## config.mk

```make
export PLATFORM = sky130hd
export DESIGN_NAME = mant_normalize
export DESIGN_NICKNAME = d
export VERILOG_FILES = /design/src/rtl/mant_normalize_pkg.sv /design/src/rtl/mant_normalize_lzc27.sv /design/src/rtl/mant_normalize.sv
export SDC_FILE = /design/constraint.sdc
export NUM_CORES = 1
export LEC_CHECK = 0
export BUFFER_PORTS_ARGS = -buffer_cell sky130_fd_sc_hd__buf_2
export CAP_MARGIN = 15
export CELL_PAD_IN_SITES_DETAIL_PLACEMENT = 1
export CELL_PAD_IN_SITES_GLOBAL_PLACEMENT = 2
export CORE_MARGIN = 2
export CORE_UTILIZATION = 30
export CTS_CLUSTER_SIZE = 20
export DETAILED_ROUTE_END_ITERATION = 6
export PLACE_DENSITY_LB_ADDON = 0.1
export SKIP_CTS_REPAIR_TIMING = 1
export SYNTH_ARGS = -nofsm -noshare
export SYNTH_HDL_FRONTEND = slang
export SYNTH_HIERARCHICAL = 1
export SYNTH_SLANG_ARGS = --single-unit
```

## constraint.sdc

```tcl
create_clock -name clk -period 3.6 [get_ports clk]
set_input_delay 0.18 -clock clk [delete_from_list [all_inputs] [get_ports clk]]
set_output_delay 0.18 -clock clk [all_outputs]
set_load 0.02 [all_outputs]
```

## src/rtl/mant_normalize_pkg.sv

```systemverilog
// mant_normalize_pkg: shared FP adder widths and significand bit positions.
package mant_normalize_pkg;
    localparam int EXP_WIDTH  = 8;
    localparam int MANT_WIDTH = 23;
    localparam int SUM_WIDTH  = MANT_WIDTH + 5;
    localparam int CARRY_BIT  = 27;
    localparam int HIDDEN_BIT = 26;
    localparam int STICKY_BIT = 0;
endpackage

```

## src/rtl/mant_normalize_lzc27.sv

```systemverilog
// lzc27: leading-zero count of a 27-bit vector; an all-zero input yields 27.
module lzc27 (
    input  logic [26:0] d,
    output logic [4:0]  cnt
);
    always_comb begin
        cnt = 5'd27;
        for (int i = 0; i < 27; i++)
            if (d[i]) cnt = 5'(26 - i);
    end
endmodule

```

## src/rtl/mant_normalize.sv

```systemverilog
// mant_normalize: two-stage significand normalizer with valid/ready backpressure.
// NORM_STICKY_EN folds the dropped sticky bit into bit 0 on a right shift.
module mant_normalize
    import mant_normalize_pkg::*;
#(
    parameter int EXP_WIDTH  = mant_normalize_pkg::EXP_WIDTH,
    parameter int MANT_WIDTH = mant_normalize_pkg::MANT_WIDTH,
    parameter int SUM_WIDTH  = MANT_WIDTH + 5
) (
    input  logic                 clk,
    input  logic                 rst_n,
    input  logic                 in_valid,
    output logic                 in_ready,
    input  logic                 in_sign,
    input  logic [EXP_WIDTH-1:0] in_exp,
    input  logic [SUM_WIDTH-1:0] in_sum,
    output logic                 out_valid,
    input  logic                 out_ready,
    output logic                 out_sign,
    output logic [EXP_WIDTH-1:0] exp_adjust_pre,
    output logic [5:0]           normalizeAmt,
    output logic                 right_shift,
    output logic [SUM_WIDTH-1:0] out_mant,
    output logic                 out_zero
);
    logic                 s1_valid, s1_sign, s1_zero;
    logic [EXP_WIDTH-1:0] s1_exp;
    logic [SUM_WIDTH-1:0] s1_sum;
    logic [4:0]           s1_lzc, lzc;
    logic                 s1_adv, s2_adv;

    assign s2_adv   = !out_valid | out_ready;
    assign s1_adv   = !s1_valid | s2_adv;
    assign in_ready = s1_adv;

    lzc27 u_lzc (.d(in_sum[HIDDEN_BIT:0]), .cnt(lzc));

    always_ff @(posedge clk or negedge rst_n) begin
        if (!rst_n) begin
            s1_valid <= 1'b0;
            s1_sign  <= 1'b0;
            s1_zero  <= 1'b0;
            s1_exp   <= '0;
            s1_sum   <= '0;
            s1_lzc   <= '0;
        end else if (s1_adv) begin
            s1_valid <= in_valid;
            if (in_valid) begin
                s1_sign <= in_sign;
                s1_zero <= in_sum == '0;
                s1_exp  <= in_exp;
                s1_sum  <= in_sum;
                s1_lzc  <= lzc;
            end
        end
    end

    logic                 carry, sticky;
    logic [EXP_WIDTH-1:0] lim;
    logic [4:0]           amt;
    logic [SUM_WIDTH-1:0] n_mant;
    logic [5:0]           n_amt;

    assign carry = s1_sum[CARRY_BIT];
    assign lim   = s1_exp - EXP_WIDTH'(1);
    // Clamp so the exponent never drops below 1; the result goes denormal instead.
    assign amt   = (s1_exp == '0) ? 5'd0 : (EXP_WIDTH'(s1_lzc) < lim) ? s1_lzc : lim[4:0];
`ifdef NORM_STICKY_EN
    assign sticky = s1_sum[1] | s1_sum[STICKY_BIT];
`else
    assign sticky = s1_sum[1];
`endif
    assign n_mant = s1_zero ? '0 : carry ? {1'b0, s1_sum[SUM_WIDTH-1:2], sticky} : s1_sum << amt;
    assign n_amt  = s1_zero ? 6'd0 : carry ? 6'd1 : {1'b0, amt};

    always_ff @(posedge clk or negedge rst_n) begin
        if (!rst_n) begin
            out_valid      <= 1'b0;
            out_sign       <= 1'b0;
            exp_adjust_pre <= '0;
            normalizeAmt   <= '0;
            right_shift    <= 1'b0;
            out_mant       <= '0;
            out_zero       <= 1'b0;
        end else if (s2_adv) begin
            out_valid <= s1_valid;
            if (s1_valid) begin
                out_sign       <= s1_sign;
                exp_adjust_pre <= s1_exp;
                normalizeAmt   <= n_amt;
                right_shift    <= !s1_zero & carry;
                out_mant       <= n_mant;
                out_zero       <= s1_zero;
            end
        end
    end
endmodule
```

==> metrics.md, run 1 <==
| Metric | Value |
|---|---|
| Pleak | between 0.003 and 0.004 µW |
| Initial antenna violation count | 0 |
| Syn Area/Cell | 9.48 µm² |
| Max H-tree Level | 3 |
| Min-delay worst type | primary input to async pin |
| CTS tree | built |
| Register cell area after layout | roughly 2200 µm² |
| Psw | 1780 µW |
| Placer Congestion | about 0.9 |
| CP Data Required Time | between 3 and 4 ns |
| Final instance area | between 8000 and 9000 µm² |
| Worst skew pair latency | about 0.36 ns |
| Clock skew | ~0.011 ns |
| Crit path cell chain | inv_2 -> ha_4 -> nand2_1 -> xor2_2 -> ha_1 -> a211oi_2 -> o21ai_1 -> o21a_2 -> a21o_4 -> buf_4 -> a21oi_2 -> buf_4 -> a21oi_1 -> a211oi_2 -> o21ai_0 -> buf_4 -> a41oi_1 |
| # fillers | approximately 2300 |
| P per Cell Area | roughly 530 nW/µm² |
| Number of global-route vias before repair | 6433 |
| Final wirelength | 25.9 mm |
| Failing checks | hold timing |
| Row Count | 52 |
| Grt met1 use | 0.335 |
| Routed vias | between 6000 and 7000 |
| Overall routing resource usage | 0.240 |
| Tightest Pin Transition | between 1 and 1.5 ns |
| Peak supply drop | around 0.26 mV |
| DRT Pass-1 Iters | 5 |
| Worst r2r src | s1_exp[0] |
| Netlist Area Pre-Place | 6080 µm² |
| Area Growth Syn to Fin | 31.9% |
| Finished Layout Cells | about 1100 |
| Fmax | 0.282 GHz |
| Setup violators final | 0 |
| Hold Vio Cnt, Final | 34 |
| Crit. End Element | register |
| RR Endpoint | out_mant[21] |
| Top post-synthesis cells by area | dfrtp_1 (37%), mux2_2 (9.3%), a211oi_1 (5.2%) |
| # Max-Cap Violations | 0 |
| Worst slew margin | 0.290 |
| CP max FO | 7 |
| Chip height | around 150 µm |
| Ant diodes | 0 |
| Comb pwr share | 0.434 |
| Share of cells above drive strength 1 | 0.415 |
| Status | finished with violations |
| Flop pwr share | 0.342 |
| Post-placement cell count | approximately 1000 |
| Most common library cells after synthesis | dfrtp_1 (89), mux2_2 (50), o21ai_0 (44) |
| Post-detailed-route wirelength per cell | 24.3 µm |
| Switching power share of the total | 0.420 |
| Initial Utilization | 0.303 |
| Period minus WS final | roughly 3.5 ns |
| Max clock buf depth | 2 |
| Arrival @ worst endpoint | 3.82 ns |
| Register-to-register setup slack | 0.06 ns |
| Depth of the worst register-to-register path | 17 |
| Drc violations | 0 |
| Nets@finish | 838 |
| Crit share post-route | 0.984 |
| Register area share after synthesis | 0.366 |
| First-pass GRT wire length | 39.5 mm |
| Critical-path top delay cell | dfrtp_1 |
| Top FF cell, synth | dfrtp_1 |
| Crit path from | s1_exp[0] |
| Post-Syn Instances | 641 |
| Final Hold Slack | -0.0304 ns |
| Avg Vias per Cell | roughly 5.7 |
| CP Class | register to register |
| Syn_nets | about 690 |
| Area fraction of the dominant cell type after synthesis | 0.366 |
| Pin count of the biggest net entering global routing | 75 |
| Met2 Use GR | 0.384 |
| IO Port Bufs | 86 |
| Core area | 20000 µm² |
| Synth area leader | dfrtp_1 |
| Clock root cell | clkbuf_16 |
| Starting DRT DRC Count | about 300 |
| Most frequent cell after synthesis | dfrtp_1 |
| Yosys warnings | 6 |
| Top cell by count, worst path | buf_4 |
| Clock power share | 0.224 |
| Max incr delay on CP | 0.43 ns |
| GR Util met3 | 0.0366 |
| Synth Register Bits | slightly below 90 |
| I/O Pins | about 90 |
| Ys async rst share | 1.00 |
| Crit path launch type | register |
| Area of the multi-input gates | between 3000 and 4000 µm² |
| Slew Viols, Final | 0 |
| TritonCTS Buffers | 9 |
| Dpl cell area | 7280 µm² |
| DP HPWL | ~20 mm |
| Post-route ant nets | 0 |
| Die ar. | between 20000 and 25000 µm² |
| Reg clk slew, reported paths | 0.08 ns |
| Die extent in x | about 150 µm |
| Internal | ~2500 µW |
| Gr ovfl total | 0 |
| Post-synth EDFFs | 0 |
| Busiest grt layer | met2 |
| Yosys cell types | 79 |
| Clk sinks | 89 |
-- worst max-delay path, delay by kind of cell (launching register included) --
| kind | cells | cell delay (ns) |
|---|---|---|
| AND/OR/NAND/NOR | 1 | 0.08 |
| adder cells (fa/ha/maj) | 2 | 0.37 |
| flip-flops | 1 | 0.43 |
| XOR/XNOR | 1 | 0.16 |
| AO/OA/AOI/OAI | 9 | 1.78 |
| buffers and inverters | 4 | 0.62 |
-- cell type report --
class,count,area share
clock buffers,9,0.0281
clock inverters,7,0.00781
repair buffers,186,0.163
multi-input cells,483,0.471
well taps,270,0.0421
inverters,22,0.0103
flip-flops and latches,89,0.278
-- metrics by stage --
stage	worst slack [ns]	utilization	power, µW	hold WS [ns]	setup TNS (ns)
floorplan	0.378	-	2360	-0.116	0
global placement	-0.0877	0.363	3100	0.394	-0.0970
detailed placement	-0.155	0.363	3130	0.404	-1.40
CTS	-0.176	0.378	4090	0.00956	-1.92
global route	-0.0686	0.400	4460	0.0454	-0.194
finish	0.0577	0.400	4230	-0.0304	0
-- routing by layer --
| metal | up-vias | share of wire |
|---|---|---|
| met5 | - | 0 |
| met4 | 0 | 0.027 |
| met1 | 3107 | 0.46 |
| met2 | 190 | 0.47 |
| met3 | 49 | 0.038 |
| li1 | 2778 | - |
-- worst max path at each step --
stage / slack [ns] / to / cells after the start
floorplan: 0.38 / out_mant[18] / 16
global placement: -0.09 / out_mant[18] / 15
detailed placement: -0.15 / out_mant[24] / 18
CTS: -0.18 / out_mant[24] / 18
global route: -0.07 / out_mant[14] / 19
finish: 0.06 / out_mant[21] / 17
-- power by group through the flow --
stage | Clock (µW) | Combinational [µW] | Sequential (µW)
floorplan | 0 | 834 | 1520
global placement | 0 | 1660 | 1440
detailed placement | 0 | 1680 | 1450
CTS | 971 | 1680 | 1430
global route | 1010 | 1970 | 1470
finish | 947 | 1840 | 1450
-- flip-flops by register name, indices dropped and copies added, names as in the netlist --
register,count
s1_sum,28
s1_lzc,5
out_sign,1
right_shift,1
out_mant,28
s1_sign,1
normalizeAmt,5
s1_zero,1
s1_exp,8
s1_valid,1
out_zero,1
exp_adjust_pre,8
out_valid,1
-- cell families (layout without fill, tap and decap cells) --
family | count (synthesis) | after routing | share of synthesized area
adders and majority gates | 6 | 6 | 0.0124
buffers and inverters | 69 | 224 | 0.0624
xor gates and xnor gates | 3 | 3 | 0.00432
muxes | 61 | 61 | 0.113
and+or+nand+nor | 169 | 169 | 0.152
other | 1 | 1 | 0.000617
AOI/OAI and AO/OA | 243 | 243 | 0.289
DFF | 89 | 89 | 0.366
-- cell usage in the layout, fill, tap and decap left out, types with 4 or more instances in the layout --
master / n
buf_4: 90
dfrtp_1: 88
buf_2: 85
mux2_2: 50
o21ai_0: 38
a21oi_1: 36
nand2_1: 34
a211oi_1: 31
nor2_1: 28
nor3_1: 28
inv_1: 20
a211oi_2: 18
a22oi_1: 18
nor4_1: 15
o21ai_1: 13
nand3_1: 11
clkbuf_16: 10
a31oi_1: 9
o31ai_1: 9
nand2b_1: 8
a222oi_1: 8
nor3_2: 7
o211ai_1: 7
mux2i_1: 7
buf_12: 7
a21oi_2: 6
and2_1: 5
ha_1: 5
nand4_1: 4
and3_1: 4
o22ai_1: 4
No activity file was read; power rests on OpenSTA's default activity.
==> run 2, diff against run 1 <==
--- a/config.mk
+++ b/config.mk
@@ -17,5 +17,4 @@
 export SKIP_CTS_REPAIR_TIMING = 1
 export SYNTH_ARGS = -nofsm -noshare
 export SYNTH_HDL_FRONTEND = slang
-export SYNTH_HIERARCHICAL = 1
 export SYNTH_SLANG_ARGS = --single-unit
==> run 2 against run 1 <==
Effect of this change: the run still ends with hold timing left; fmax grew 0.63%; total power shrank 5.1%; wire length shrank 12%; combinational power shrank 10%; first-iteration DRC count grew 31%; die area shrank 6.9%; critical path depth grew 1; register-to-register slack gained 0.02 ns; final cell count shrank 8.3%; largest power group unchanged; highest routed layer unchanged.
==> metrics.md, run 2 <==
| Metric | Value |
|---|---|
| Final wirelength | 22.7 mm (-12%) |
| Most common cell after layout, fill and taps aside | dfrtp_1 |
| Syn Area/Cell | 9.62 µm² (+1.5%) |
| P per Cell Area | 541 nW/µm² (+2.4%) |
| Core area | 18600 µm² (-7.3%) |
| Power, Total | 4010 µW (-5.1%) |
| Overall routing resource usage | 0.224 (-0.0163) |
| Crit. End Element | register |
| Syn_nets | 634 (-7.8%) |
| Clock root cell | clkbuf_16 |
| Yosys cell types | 78 (-1.3%) |
| Die extent in x | 141 µm (-3.5%) |
| Reg clk slew, reported paths | 0.07 ns (about the same) |
| Netlist Area Pre-Place | 5650 µm² (-7.1%) |
| Area fraction of the dominant cell type after synthesis | 0.394 (+0.0279) |
| TritonCTS Buffers | 9 (unchanged) |
| Placer Congestion | 0.912 (+1.0%) |
| Top FF cell, synth | dfrtp_1 |
| Post-detailed-route wirelength per cell | 23.2 µm (-4.6%) |
| Max H-tree Level | 3 (unchanged) |
| CP Class | register to register |
| CTS tree | built |
| Fmax | 0.284 GHz (+0.63%) |
| # Max-Cap Violations | 0 (unchanged) |
| Arrival @ worst endpoint | 3.82 ns (about the same) |
| Post-route ant nets | 0 (unchanged) |
| First-pass GRT wire length | 33.8 mm (-14%) |
| Ys async rst share | 1.00 (unchanged) |
| Final Hold Slack | -0.0171 ns (+0.0134 ns) |
| Status | finished with violations |
| Avg Vias per Cell | 5.64 (-1.8%) |
| Tightest Pin Transition | 0.984 ns (-0.0776 ns) |
| Final instance area | 7430 µm² (-7.4%) |
| Post-Syn Instances | 587 (-8.4%) |
| DRT Pass-1 Iters | 5 (unchanged) |
| Depth of the worst register-to-register path | 18 (+1) |
| Routed vias | 5516 (-9.9%) |
| Starting DRT DRC Count | 398 (+31%) |
| Yosys warnings | 0 (-6) |
| Die ar. | 19900 µm² (-6.9%) |
| Drc violations | 0 (unchanged) |
| Crit path launch type | register |
| Fin util | 0.400 (about the same) |
| Top post-synthesis cells by area | dfrtp_1 (39%), mux2_2 (10%), mux2i_1 (5.1%) |
| I/O Pins | 88 (unchanged) |
| Post-synth EDFFs | 0 (unchanged) |
| Area Growth Syn to Fin | 31.5% |
| Most common library cells after synthesis | dfrtp_1 (89), nand2_1 (68), mux2_2 (51) |
| Commonest cells after routing, fill and taps aside | dfrtp_1 (88), buf_2 (85), buf_4 (79) |
| RSZ-0062 raised after global routing | yes |
| DP HPWL | 16.8 mm (-15%) |
| Pleak | 0.00328 µW (-1.9%) |
| Synth area leader | dfrtp_1 |
| Synth Register Bits | 89 (unchanged) |
| Number of global-route vias before repair | 5578 (-13%) |
| Slew Viols, Final | 0 (unchanged) |
| Pin count of the biggest net entering global routing | 75 (unchanged) |
| Peak supply drop | 0.246 mV (-7.0%) |
| Setup violators final | 0 (unchanged) |
| Most frequent cell after synthesis | dfrtp_1 |
| Setup TNS | 0 ns (unchanged) |
| DP Worst Slack | -0.281 ns (-0.127 ns) |
| Hold Vio Cnt, Final | 31 (-8.8%) |
| CP max FO | 6 (-1) |
| Max clock buf depth | 2 (unchanged) |
| Dpl cell area | 6630 µm² (-8.9%) |
| Initial Utilization | 0.304 (+0.000647) |
| IO Port Bufs | 86 (unchanged) |
| Regs by FF count | out_mant: 28 flops, s1_sum: 28 flops |
| Failing checks | hold timing |
| Min-delay worst type | primary input to async pin |
| Clk sinks | 89 (unchanged) |
| Setup ws final | 0.0797 ns (+0.0220 ns) |
| Initial antenna violation count | 0 (unchanged) |
| Row Count | 50 (-3.8%) |
| Gr ovfl total | 0 (unchanged) |
| Period minus WS final | 3.52 ns (-0.0220 ns) |
| Register area share after synthesis | 0.394 (+0.0279) |
| Crit share post-route | 0.978 (-0.00612) |
| Ant diodes | 0 (unchanged) |
| Worst skew pair latency | 0.36 ns (about the same) |
| Share of cells above drive strength 1 | 0.401 (-0.0140) |
| Clock skew | 0.0116 ns (+0.000799 ns) |
| Nets@finish | 786 (-6.2%) |
| CP Data Required Time | 3.90 ns (+0.02 ns) |
| Chip height | 141 µm (-3.5%) |
| Worst slew margin | 0.344 (+0.0542) |
run 2: cell count changes after synthesis, moves of 6 or more:
| cell | before | now |
|---|---|---|
| nor4_1 | 16 | 7 |
| nand2_1 | 36 | 68 |
| nor3_1 | 33 | 13 |
| nor2_1 | 28 | 45 |
| a21oi_1 | 38 | 23 |
| clkbuf_1 | 20 | 14 |
| mux2i_1 | 10 | 29 |
| inv_1 | 22 | 16 |
| a211oi_1 | 42 | 2 |
| o21ai_0 | 44 | 25 |
| a211oi_2 | 8 | 0 |
run 2: cell families after synthesis:
group,after synthesis,synth area share
flops,89,0.394
buf+inv,48,0.0421
other cells,1,0.000664
mux,84,0.164
fa+ha+maj,6,0.0133
compound gates,172,0.222
simple gates,184,0.160
xor+xnor,3,0.00465
run 2: per-stage QoR:
step | hold WS [ns] | cells
3_3_place_gp | 0.382 | 932
4_1_cts | 0.0220 | 948
3_5_place_dp | 0.400 | 932
2_1_floorplan | -0.116 | 587
6_report | -0.0171 | 978
5_1_grt | 0.0593 | 978
run 2: area by class of cell:
class / count / area (µm²)
sequential: 89 / 2230
clock buffer: 11 / 243
multi-input combinational: 451 / 3450
tap: 234 / 293
fill: 2128 / 11200
inverter: 16 / 60.1
clock inverter: 5 / 37.5
timing repair buffer: 172 / 1120
run 2: worst paths after layout:
path	startpoint	endpoint	slack (ns)
setup / recovery	s1_exp[1]	out_mant[26]	0.08
hold / removal	rst_n	out_mant[1]	-0.02
setup reg to reg	s1_exp[1]	out_mant[26]	0.08
hold reg to reg	normalizeAmt[3]	normalizeAmt[3]	0.47
max in group asynchronous	rst_n	s1_sum[23]	2.74
min in group clk	in_exp[3]	s1_exp[3]	0.06
run 2: report_power, final:
part	internal, µW	switching [µW]	total (µW)
combinational	713	937	1650
sequential	1200	232	1430
clock	492	442	934
run 2: per-layer routing:
metal  global-route usage  wire length (µm)  up-vias
met5                    0                 0        -
met1                0.332             10900     2826
met2                0.348             10500      147
li1                     -                 -     2518
met3               0.0248               895       25
met4               0.0579               327        0
run 2: worst max-delay path, cell delays in order (launching register included):
cell and delay, ns:
dfrtp_1 0.39, inv_2 0.09, ha_4 0.17, nand2_4 0.05
xor2_2 0.14, ha_1 0.32, nand2_1 0.07, a21o_1 0.20
and2_4 0.15, buf_4 0.14, o211ai_4 0.18, buf_4 0.17
nand2_8 0.08, buf_4 0.17, mux2i_4 0.19, a221oi_2 0.47
buf_4 0.21, nand2b_1 0.10, a31o_1 0.14
==> run 3, diff against run 2 <==
--- a/config.mk
+++ b/config.mk
@@ -5,6 +5,7 @@
 export SDC_FILE = /design/constraint.sdc
 export NUM_CORES = 1
 export LEC_CHECK = 0
+export ABC_AREA = 1
 export BUFFER_PORTS_ARGS = -buffer_cell sky130_fd_sc_hd__buf_2
 export CAP_MARGIN = 15
 export CELL_PAD_IN_SITES_DETAIL_PLACEMENT = 1
==> run 3 against run 2 <==
Effect of this change: the run still ends with hold timing left; synthesized cell count up 33%; fmax up 5.8%; largest cell class unchanged; first-iteration DRC count down 36%; via count up 1.8%; die area down 3.1%; worst hold slack better by 0.014 ns; global-route usage up 0.30 points; critical path depth down 1; final area down 13%; clock power up 10%; sequential cell count unchanged; final cell count up 11%.
==> metrics.md, run 3 <==
| Metric | Value |
|---|---|
| First-pass GRT wire length | 33.9 mm (+0.29%) |
| Overall routing resource usage | 0.227 (+0.00301) |
| Syn_nets | 825 (+30%) |
| Initial antenna violation count | 0 (unchanged) |
| CP Class | register to register |
| Reg clk slew, reported paths | 0.07 ns (about the same) |
| Setup ws final | 0.274 ns (+0.194 ns) |
| Clock root cell | clkbuf_16 |
| Chip height | 139 µm (-1.5%) |
| Hold Vio Cnt, Final | 5 (-84%) |
| Ant diodes | 0 (unchanged) |
| Register area share after synthesis | 0.407 (+0.0128) |
| Worst slew margin | 0.323 (-0.0210) |
| Commonest cells after routing, fill and taps aside | nand2_1 (272), nand3_1 (110), dfrtp_1 (89) |
| Core area | 17900 µm² (-3.6%) |
| Post-detailed-route wirelength per cell | 19.7 µm (-15%) |
| Regs by FF count | out_mant: 28 flops, s1_sum: 28 flops |
| Row Count | 49 (-2.0%) |
| Gr ovfl total | 0 (unchanged) |
| TritonCTS Buffers | 9 (unchanged) |
| Top FF cell, synth | dfrtp_1 |
| Initial Utilization | 0.305 (+0.00159) |
| Failing checks | hold timing |
| Post-route ant nets | 0 (unchanged) |
| RSZ-0062 raised after global routing | no |
| Ys async rst share | 1.00 (unchanged) |
| Synth area leader | dfrtp_1 |
| Placer Congestion | 0.919 (+0.80%) |
| Tightest Pin Transition | 1.02 ns (+0.0316 ns) |
| Nets@finish | 903 (+15%) |
| Starting DRT DRC Count | 256 (-36%) |
| Crit share post-route | 0.924 (-0.0540) |
| CTS tree | built |
| Max H-tree Level | 3 (unchanged) |
| P per Cell Area | 650 nW/µm² (+20%) |
| CP max FO | 8 (+2) |
| Share of cells above drive strength 1 | 0.162 (-0.239) |
| CP Data Required Time | 3.89 ns (about the same) |
| Avg Vias per Cell | 5.16 (-8.5%) |
| Pleak | 0.00340 µW (+3.6%) |
| Fmax | 0.301 GHz (+5.8%) |
| Final wirelength | 21.4 mm (-5.5%) |
| Area fraction of the dominant cell type after synthesis | 0.407 (+0.0128) |
| Yosys cell types | 39 (-50%) |
| Worst skew pair latency | 0.36 ns (about the same) |
| DP Worst Slack | 0.232 ns (+0.513 ns) |
| Crit path from | s1_exp[2] |
| Crit path launch type | register |
| Crit. End Element | register |
| Status | finished with violations |
| Pin count of the biggest net entering global routing | 75 (unchanged) |
| Arrival @ worst endpoint | 3.62 ns (-0.20 ns) |
| Fin util | 0.360 (-0.0399) |
| Synth Register Bits | 89 (unchanged) |
| Min-delay worst type | primary input to async pin |
| Die ar. | 19300 µm² (-3.1%) |
| Most frequent cell after synthesis | nand2_1 |
| Syn Area/Cell | 7.03 µm² (-27%) |
| Routed vias | 5614 (+1.8%) |
| Final Hold Slack | -0.00295 ns (+0.0141 ns) |
| Post-Syn Instances | 778 (+33%) |
| Peak supply drop | 0.236 mV (-4.0%) |
| Post-synth EDFFs | 0 (unchanged) |
| Clock skew | 0.00747 ns (-0.00414 ns) |
| Number of global-route vias before repair | 5859 (+5.0%) |
| Top post-synthesis cells by area | dfrtp_1 (41%), nand2_1 (19%), nand3_1 (10%) |
| Drc violations | 0 (unchanged) |
| Die extent in x | 139 µm (-1.5%) |
| DRT Pass-1 Iters | 5 (unchanged) |
| Period minus WS final | 3.33 ns (-0.194 ns) |
| Setup TNS | 0 ns (unchanged) |
| Yosys warnings | 0 (unchanged) |
| Most common cell after layout, fill and taps aside | nand2_1 |
| Power, Total | 4190 µW (+4.3%) |
| I/O Pins | 88 (unchanged) |
| Netlist Area Pre-Place | 5470 µm² (-3.1%) |
| Setup violators final | 0 (unchanged) |
| Max clock buf depth | 2 (unchanged) |
| # Max-Cap Violations | 0 (unchanged) |
| Most common library cells after synthesis | nand2_1 (273), nand3_1 (110), dfrtp_1 (89) |
| Clk sinks | 89 (unchanged) |
| IO Port Bufs | 86 (unchanged) |
| DP HPWL | 16.4 mm (-2.6%) |
| Area Growth Syn to Fin | 17.8% |
| Depth of the worst register-to-register path | 17 (-1) |
| Slew Viols, Final | 0 (unchanged) |
| Worst r2r src | s1_exp[2] |
run 3: routing by layer:
layer  global-route usage  vias up  part of all wire
li1                     -     2702                 -
met1                0.313     2765              0.47
met2                0.368      122              0.47
met3               0.0269       25             0.034
met4               0.0840        0             0.027
met5                    0        -                 0
run 3: worst paths after layout:
kind | slack [ns] | endpoint
worst max-delay path | 0.27 | out_mant[22]
worst min-delay path | -0.003 | out_mant[20]
worst max register to register | 0.27 | out_mant[22]
worst min register to register | 0.48 | normalizeAmt[2]
max in group asynchronous | 2.80 | out_mant[2]
min in group clk | 0.03 | s1_exp[6]
run 3: cells by family after synthesis:
logic type,after synthesis,share of synthesized area
simple gates,440,0.347
compound gates,122,0.135
buf+inv,116,0.0901
flops,89,0.407
fa+ha+maj,6,0.0137
xor+xnor,4,0.00641
other cells,1,0.000686
run 3: report_power, final:
part | internal [µW] | leakage (µW) | switching [µW]
Clock | 603 | 0.000148 | 432
Sequential | 1250 | 0.00111 | 222
Combinational | 538 | 0.00214 | 1140
run 3: cell type report:
cell class | instances | area [µm²]
sequential | 89 | 2230
fill | 2307 | 11500
clock buffer | 9 | 225
tap | 229 | 287
timing repair buffer | 103 | 568
inverter | 80 | 302
multi-input combinational | 573 | 2750
clock inverter | 5 | 81.3
run 3: stage by stage:
stage	area, µm²	instances
after floorplan	5470	778
after global placement	6110	1072
after detailed placement	6110	1072
after CTS	6420	1086
after global routing	6440	1088
final	6440	1088
run 3: worst max-delay path, cell delays in order (launching register included):
cell     delay (ns)
dfrtp_1        0.43
nor3_2         0.25
xor2_1         0.22
ha_1           0.28
a21oi_1        0.18
nand2_1        0.07
a21o_1         0.18
nand2_2        0.13
inv_2          0.08
nand2_1        0.08
nand3_1        0.37
nor2_1         0.45
nand3_1        0.18
nand2_1        0.09
inv_1          0.04
nand2_1        0.06
nand2_1        0.10
nand2_1        0.07
